**config.mk**
```make
export PLATFORM = sky130hd
export DESIGN_NAME = decode_regfile_stage_flat
export DESIGN_NICKNAME = d
export VERILOG_FILES = /design/src/rtl/decode_pkg.sv /design/src/rtl/decode_regfile_stage_if.sv /design/src/rtl/regfile_2r1w.sv /design/src/rtl/decode_regfile_stage.sv /design/src/flat_wrapper.sv
export SDC_FILE = /design/constraint.sdc
export NUM_CORES = 2
export LEC_CHECK = 0
export ABC_AREA = 1
export CORE_MARGIN = 5
export CORE_UTILIZATION = 26
export CTS_CLUSTER_SIZE = 25
export DETAILED_ROUTE_END_ITERATION = 16
export PLACE_DENSITY = 0.37
export SETUP_SLACK_MARGIN = 0.2
export SLEW_MARGIN = 25
export SYNTH_ARGS = -nofsm -noshare
export SYNTH_HDL_FRONTEND = slang
export SYNTH_SLANG_ARGS = --single-unit
```
**constraint.sdc**
```tcl
create_clock -name clk -period 53.9 [get_ports clk]
set_input_delay 10.78 -clock clk [delete_from_list [all_inputs] [get_ports clk]]
set_output_delay 10.78 -clock clk [all_outputs]
set_load 0.05 [all_outputs]
```
**src/rtl/decode_pkg.sv**
```systemverilog
// Shared constants, field layout and decode helper for the decode/register-file stage.
package decode_pkg;

    localparam int INSTR_W = 32;
    localparam int OPC_W   = 7;
    localparam int RIDX_W  = 5;
    localparam int NREGS   = 32;
    localparam int OFF_W   = 10;

    localparam int OPC_MSB  = 31;
    localparam int OPC_LSB  = 25;
    localparam int DST_MSB  = 24;
    localparam int DST_LSB  = 20;
    localparam int SRC1_MSB = 19;
    localparam int SRC1_LSB = 15;
    localparam int SRC2_MSB = 14;
    localparam int SRC2_LSB = 10;
    localparam int OFF_MSB  = 9;
    localparam int OFF_LSB  = 0;

    typedef struct packed {
        logic [OPC_W-1:0]  opcode;
        logic [RIDX_W-1:0] dst;
        logic [RIDX_W-1:0] src1;
        logic [RIDX_W-1:0] src2;
        logic [OFF_W-1:0]  offsetlo;
    } instr_t;

    function automatic instr_t splitInstr(input logic [INSTR_W-1:0] word);
        instr_t f;
        f.opcode   = word[OPC_MSB:OPC_LSB];
        f.dst      = word[DST_MSB:DST_LSB];
        f.src1     = word[SRC1_MSB:SRC1_LSB];
        f.src2     = word[SRC2_MSB:SRC2_LSB];
        f.offsetlo = word[OFF_MSB:OFF_LSB];
        return f;
    endfunction

endpackage

```
**src/rtl/decode_regfile_stage_if.sv**
```systemverilog
// Fetch-side, execute-side and write-back signals of the decode stage; slave = stage, master = environment.
interface decode_regfile_stage_if
    import decode_pkg::*;
#(
    parameter int XLEN = 32
);
    logic                in_valid;
    logic                in_ready;
    logic [INSTR_W-1:0]  in_instr;
    logic                out_valid;
    logic                out_ready;
    logic [OPC_W-1:0]    opcode;
    logic [RIDX_W-1:0]   dst;
    logic [XLEN-1:0]     src1;
    logic [XLEN-1:0]     src2;
    logic [OFF_W-1:0]    offsetlo;
    logic                wb_en;
    logic [RIDX_W-1:0]   wb_addr;
    logic [XLEN-1:0]     wb_data;

    modport slave (
        input  in_valid, in_instr, out_ready, wb_en, wb_addr, wb_data,
        output in_ready, out_valid, opcode, dst, src1, src2, offsetlo
    );

    modport master (
        output in_valid, in_instr, out_ready, wb_en, wb_addr, wb_data,
        input  in_ready, out_valid, opcode, dst, src1, src2, offsetlo
    );
endinterface

```
**src/rtl/regfile_2r1w.sv**
```systemverilog
// Register file with two asynchronous read ports and one write port; resets to INIT_BASE+i.
module regfile_2r1w
    import decode_pkg::*;
#(
    parameter int XLEN      = 32,
    parameter int INIT_BASE = 10,
    parameter int ZERO_R0   = 0
) (
    input  logic              clk,
    input  logic              rst,
    input  logic [RIDX_W-1:0] i_raddr1,
    input  logic [RIDX_W-1:0] i_raddr2,
    output logic [XLEN-1:0]   o_rdata1,
    output logic [XLEN-1:0]   o_rdata2,
    input  logic              i_wen,
    input  logic [RIDX_W-1:0] i_waddr,
    input  logic [XLEN-1:0]   i_wdata
);
    logic [XLEN-1:0] r_mem [NREGS];
    logic            w_r0Hard;

    assign w_r0Hard = (ZERO_R0 != 0);

    always_ff @(posedge clk or posedge rst) begin
        if (rst) begin
            for (int i = 0; i < NREGS; i++) begin
                r_mem[i] <= (w_r0Hard && i == 0) ? '0 : XLEN'(INIT_BASE + i);
            end
        end else if (i_wen && !(w_r0Hard && i_waddr == '0)) begin
            r_mem[i_waddr] <= i_wdata;
        end
    end

    assign o_rdata1 = (w_r0Hard && i_raddr1 == '0) ? '0 : r_mem[i_raddr1];
    assign o_rdata2 = (w_r0Hard && i_raddr2 == '0) ? '0 : r_mem[i_raddr2];
endmodule

```
**src/rtl/decode_regfile_stage.sv**
```systemverilog
// Decode stage: operand read, busy-bit scoreboard, valid/ready handshakes and output register.
// Optional write-back forwarding into the operand read is enabled by defining WB_BYPASS_EN.
module decode_regfile_stage
    import decode_pkg::*;
#(
    parameter int XLEN      = 32,
    parameter int INIT_BASE = 10,
    parameter int ZERO_R0   = 0
) (
    input  logic                  clk,
    input  logic                  rst,
    decode_regfile_stage_if.slave bus
);
    instr_t            w_fields;
    logic [XLEN-1:0]   w_rf1;
    logic [XLEN-1:0]   w_rf2;
    logic [XLEN-1:0]   w_src1Val;
    logic [XLEN-1:0]   w_src2Val;
    logic              w_r0Hard;
    logic              w_wbEff;
    logic              w_byp1;
    logic              w_byp2;
    logic              w_busy1;
    logic              w_busy2;
    logic              w_busyD;
    logic              w_hazard;
    logic              w_inReady;
    logic              w_issue;
    logic [NREGS-1:0]  w_busyNext;

    logic [NREGS-1:0]  r_busy;
    logic              r_outValid;
    logic [OPC_W-1:0]  r_opcode;
    logic [RIDX_W-1:0] r_dst;
    logic [XLEN-1:0]   r_src1;
    logic [XLEN-1:0]   r_src2;
    logic [OFF_W-1:0]  r_offsetlo;

    assign w_fields = splitInstr(bus.in_instr);
    assign w_r0Hard = (ZERO_R0 != 0);
    assign w_wbEff  = bus.wb_en && !(w_r0Hard && bus.wb_addr == '0);

    regfile_2r1w #(
        .XLEN      (XLEN),
        .INIT_BASE (INIT_BASE),
        .ZERO_R0   (ZERO_R0)
    ) u_regfile (
        .clk      (clk),
        .rst      (rst),
        .i_raddr1 (w_fields.src1),
        .i_raddr2 (w_fields.src2),
        .o_rdata1 (w_rf1),
        .o_rdata2 (w_rf2),
        .i_wen    (w_wbEff),
        .i_waddr  (bus.wb_addr),
        .i_wdata  (bus.wb_data)
    );

`ifdef WB_BYPASS_EN
    // A dropped write to a hardwired r0 must not be forwarded either, hence w_wbEff.
    assign w_byp1 = w_wbEff && (bus.wb_addr == w_fields.src1);
    assign w_byp2 = w_wbEff && (bus.wb_addr == w_fields.src2);
`else
    assign w_byp1 = 1'b0;
    assign w_byp2 = 1'b0;
`endif

    assign w_src1Val = w_byp1 ? bus.wb_data : w_rf1;
    assign w_src2Val = w_byp2 ? bus.wb_data : w_rf2;

    assign w_busy1   = r_busy[w_fields.src1] && !(w_r0Hard && w_fields.src1 == '0) && !w_byp1;
    assign w_busy2   = r_busy[w_fields.src2] && !(w_r0Hard && w_fields.src2 == '0) && !w_byp2;
    assign w_busyD   = r_busy[w_fields.dst]  && !(w_r0Hard && w_fields.dst  == '0);
    assign w_hazard  = w_busy1 || w_busy2 || w_busyD;
    assign w_inReady = (!r_outValid || bus.out_ready) && !w_hazard;
    assign w_issue   = bus.in_valid && w_inReady;

    // Write-back clears first so that a same-edge issue to that register leaves it busy.
    always_comb begin
        w_busyNext = r_busy;
        if (bus.wb_en) begin
            w_busyNext[bus.wb_addr] = 1'b0;
        end
        if (w_issue && !(w_r0Hard && w_fields.dst == '0)) begin
            w_busyNext[w_fields.dst] = 1'b1;
        end
    end

    always_ff @(posedge clk or posedge rst) begin
        if (rst) begin
            r_busy     <= '0;
            r_outValid <= 1'b0;
            r_opcode   <= '0;
            r_dst      <= '0;
            r_src1     <= '0;
            r_src2     <= '0;
            r_offsetlo <= '0;
        end else begin
            r_busy <= w_busyNext;
            if (w_issue) begin
                r_outValid <= 1'b1;
                r_opcode   <= w_fields.opcode;
                r_dst      <= w_fields.dst;
                r_src1     <= w_src1Val;
                r_src2     <= w_src2Val;
                r_offsetlo <= w_fields.offsetlo;
            end else if (bus.out_ready) begin
                r_outValid <= 1'b0;
            end
        end
    end

    assign bus.in_ready  = w_inReady;
    assign bus.out_valid = r_outValid;
    assign bus.opcode    = r_opcode;
    assign bus.dst       = r_dst;
    assign bus.src1      = r_src1;
    assign bus.src2      = r_src2;
    assign bus.offsetlo  = r_offsetlo;
endmodule

```
**src/flat_wrapper.sv**
```systemverilog
// flat-port wrapper written by rule: the top's interface ports become plain ports
module decode_regfile_stage_flat import decode_pkg::*;
#(
    parameter int XLEN      = 32,
    parameter int INIT_BASE = 10,
    parameter int ZERO_R0   = 0
)
  (clk, rst, bus_in_valid, bus_in_instr, bus_out_ready, bus_wb_en, bus_wb_addr, bus_wb_data, bus_in_ready, bus_out_valid, bus_opcode, bus_dst, bus_src1, bus_src2, bus_offsetlo);
  decode_regfile_stage_if #(.XLEN(XLEN)) bus_i ();
  input  logic clk;
  input  logic rst;
  input wire logic [$bits(bus_i.in_valid)-1:0] bus_in_valid;
  input wire logic [$bits(bus_i.in_instr)-1:0] bus_in_instr;
  input wire logic [$bits(bus_i.out_ready)-1:0] bus_out_ready;
  input wire logic [$bits(bus_i.wb_en)-1:0] bus_wb_en;
  input wire logic [$bits(bus_i.wb_addr)-1:0] bus_wb_addr;
  input wire logic [$bits(bus_i.wb_data)-1:0] bus_wb_data;
  output wire logic [$bits(bus_i.in_ready)-1:0] bus_in_ready;
  output wire logic [$bits(bus_i.out_valid)-1:0] bus_out_valid;
  output wire logic [$bits(bus_i.opcode)-1:0] bus_opcode;
  output wire logic [$bits(bus_i.dst)-1:0] bus_dst;
  output wire logic [$bits(bus_i.src1)-1:0] bus_src1;
  output wire logic [$bits(bus_i.src2)-1:0] bus_src2;
  output wire logic [$bits(bus_i.offsetlo)-1:0] bus_offsetlo;
  assign bus_i.in_valid = bus_in_valid;
  assign bus_i.in_instr = bus_in_instr;
  assign bus_i.out_ready = bus_out_ready;
  assign bus_i.wb_en = bus_wb_en;
  assign bus_i.wb_addr = bus_wb_addr;
  assign bus_i.wb_data = bus_wb_data;
  assign bus_in_ready = bus_i.in_ready;
  assign bus_out_valid = bus_i.out_valid;
  assign bus_opcode = bus_i.opcode;
  assign bus_dst = bus_i.dst;
  assign bus_src1 = bus_i.src1;
  assign bus_src2 = bus_i.src2;
  assign bus_offsetlo = bus_i.offsetlo;
  decode_regfile_stage #(.XLEN(XLEN), .INIT_BASE(INIT_BASE), .ZERO_R0(ZERO_R0)) u_core (.clk(clk), .rst(rst), .bus(bus_i));
endmodule
```
==> metrics.md <==
| Metric | Value |
|---|---|
| Routability Congestion | between 0.8 and 0.9 |
| Worst-path clk slew | 50 ps |
| # clock sinks | between 1,000 and 1,500 |
| DRC | 0 |
| WS Path Type | input port to primary output |
| Min-Delay Path Class | flop to flop |
| Pin count of the biggest net entering global routing | 199 |
| Avg WL per Cell | 26.1 um |
| I/O pins | around 160 |
| Mux contribution to synthesized area | 0% |
| Clock latency on the worst-skew pair | 800 ps |
| Final Hold Fails | 0 |
| Worst Path Required | 43,120 ps |
| Via density per instance | 5.16 |
| Post-synthesis net count | 8,818 |
| PortBufs | 161 |
| Root Buffer | clkbuf_16 |
| FP Rows | around 180 |
| Fin crit share | 46.8% |
| Cells after Synth | 8,744 |
| Worst-Margin Slew | 1070 ps |
| VDD IR max | 0.0341 mV |
| Unrepaired setup endpoints after global routing | false |
| Synth Area per Inst | 7.24 um2 |
| Via count | 60,515 |
| Final setup vio count | 0 |
| Commonest non-fill, non-tap cell in the layout | nand2_1 |
| Fmax | between 30 and 40 MHz |
| Hold_ws | 470 ps |
| Max H-tree Level | 4 |
| Pre-CTS WS | 28,680 ps |
| Area share of fa/ha/maj cells after synthesis | 0% |
| Pwr dens | between 40 and 50 nW/um2 |
| Initial antenna violation count | 23 |
| Synth warn | 0 |
| Drt first-iter violations | 5,766 |
| Leakage | 33.0 nW |
| Final min period | 25,200 ps |
| Final WS setup | 28,700 ps |
| Post-Synth Simple-Gate Area | 27.5% |
| Vias in the first global route | between 50,000 and 60,000 |
| Total core area | ~240,000 um2 |
| CP endpoint kind | primary output |
| Vert. Die Dim | 504 um |
| Area Overhead vs Synth | 13.9% |
| Starting density of the core | 26.1% |
| Total GRT Usage | 23.7% |
| DR pass1 iterations | 8 |
| GR Overflow Total | 0 |
| Slew headroom | around 29% |
| Cell Area, Synth | ~63,000 um2 |
| Number of max-cap violations | 0 |
| Hold Buf Count CTS | 0 |
| Synth Register Bits | 1,143 |
| Final slew viol count | 0 |
| TNS Setup | 0 ps |
| Status | complete, no violations |
| Setup repair bufs after CTS | 0 |
| CTS tree | yes |
| Routed Antenna Nets | 0 |
| CTS max path bufs | 3 |
| Global-route wire length before repair | around 440,000 um |
| Worst-path fanout max | 126 |
| Clock skew | 26.1 ps |
| Share of cells above drive strength 1 | 5.91% |
| Synth unique cells | 21 |
| Xor and xnor area share after synthesis | 0% |
| # resized after CTS | 0 |
| Main combinational cell family by area after synthesis | simple AND/OR/NAND/NOR gates |
| Num CTS Buffers | 153 |
| Arrival time worst endpoint | roughly 14,000 ps |
| Tot Pwr | just under 3 mW |
| Worst Setup Start Kind | input port |
| Post-Place Cells | 11,438 |
| Compound-Gate Fraction of Synth Area | between 15 and 20% |
| Final HPWL DP | between 150,000 and 200,000 um |
| Detailed Route WL | 306,000 um |
| Seq/Total Area, Yosys | between 40% and 50% |
| Final layout net count | 8,466 |
| Post-Layout Cell Count | 11,723 |
| DIE WIDTH | a little over 500 um |
| Most frequent cells in the layout | nand2_1, o21ai_0, dfrtp_1 |
| Die area | 254,000 um2 |
[sequential cells by signal, indices dropped and copies added, names as in the netlist]
name,flops
u_core.bus.offsetlo,10
u_core.r_busy,32
u_core.bus.dst,5
u_core.bus.out_valid,1
u_core.u_regfile.r_mem,1024
u_core.bus.src2,32
u_core.bus.src1,32
u_core.bus.opcode,7
[layer usage]
layer | wire length, um | vias to the layer above | global-route usage [%]
li1 | - | 28341 | -
met1 | 135000 | 29836 | 31.5
met2 | 147000 | 1879 | 40.2
met3 | 13700 | 457 | 2.73
met4 | 11200 | 2 | 7.95
met5 | 13 | - | 0
[logic make-up (layout without fill, tap and decap cells)]
kind of cell    Yosys count  count (layout)
flops                  1143            1143
buf+inv                1415            1183
compound gates         1932            1932
simple gates           4254            4254
other cells               0               9
[per-stage QoR]
stage	instance area (um2)	utilization, %
after floorplan	63300	-
after global placement	67000	27.6
after detailed placement	67000	27.6
after CTS	72000	29.7
after global routing	72100	29.7
final	72100	29.7
[path summary, 6_finish.rpt]
path / startpoint / end / slack [ps] / cells past startpoint
min in group asynchronous: rst / u_core.u_regfile.r_mem[594] / 10490 / 2
max in group asynchronous: rst / u_core.u_regfile.r_mem[800] / 39600 / 6
hold / removal: u_core.bus.dst[4] / u_core.bus.dst[4] / 470 / 2
setup / recovery: bus_in_instr[15] / bus_in_ready / 28700 / 13
setup reg to reg: u_core.r_busy[4] / u_core.bus.src2[25] / 50770 / 13
hold reg to reg: u_core.bus.dst[4] / u_core.bus.dst[4] / 470 / 2
[cell usage after synthesis, drive strengths merged]
library cell	n	area share, %
buf	291	2.3
dfrtp	1053	42
a21oi	64	0.51
nand4	121	1.2
clkbuf	494	2.9
nor2	335	2.0
dfstp	90	3.7
nand3	871	6.9
nand2	2907	17
o211ai	755	9.0
nor3	20	0.17
inv	630	3.7
o21ai	1113	8.8
[layout make-up]
cell class | instances | area, um2
fillers | 26399 | 171000
multi-input cells | 6186 | 29300
flip-flops and latches | 1143 | 28700
clock buffers | 249 | 4750
well taps | 3202 | 4010
repair buffers | 278 | 2630
inverters | 630 | 2400
clock inverters | 26 | 283
diodes | 9 | 22.5
[worst max-delay path, cell delays in order]
cell	delay, ps
buf_8	560
inv_2	600
buf_4	440
nand2_1	100
nand2_1	50
nand2_1	60
nand3_1	70
nand3_1	120
nand2_1	70
nand2_1	70
nand2_1	110
nor3_1	380
clkdlybuf4s50_1	900
[report_power, final]
| group | internal, mW | leakage, nW | switching, mW |
|---|---|---|---|
| combinational | 0.213 | 16.2 | 0.472 |
| clock | 0.618 | 2.48 | 0.423 |
| sequential | 1.05 | 14.4 | 0.119 |
Power figures use the tool's default switching activity.
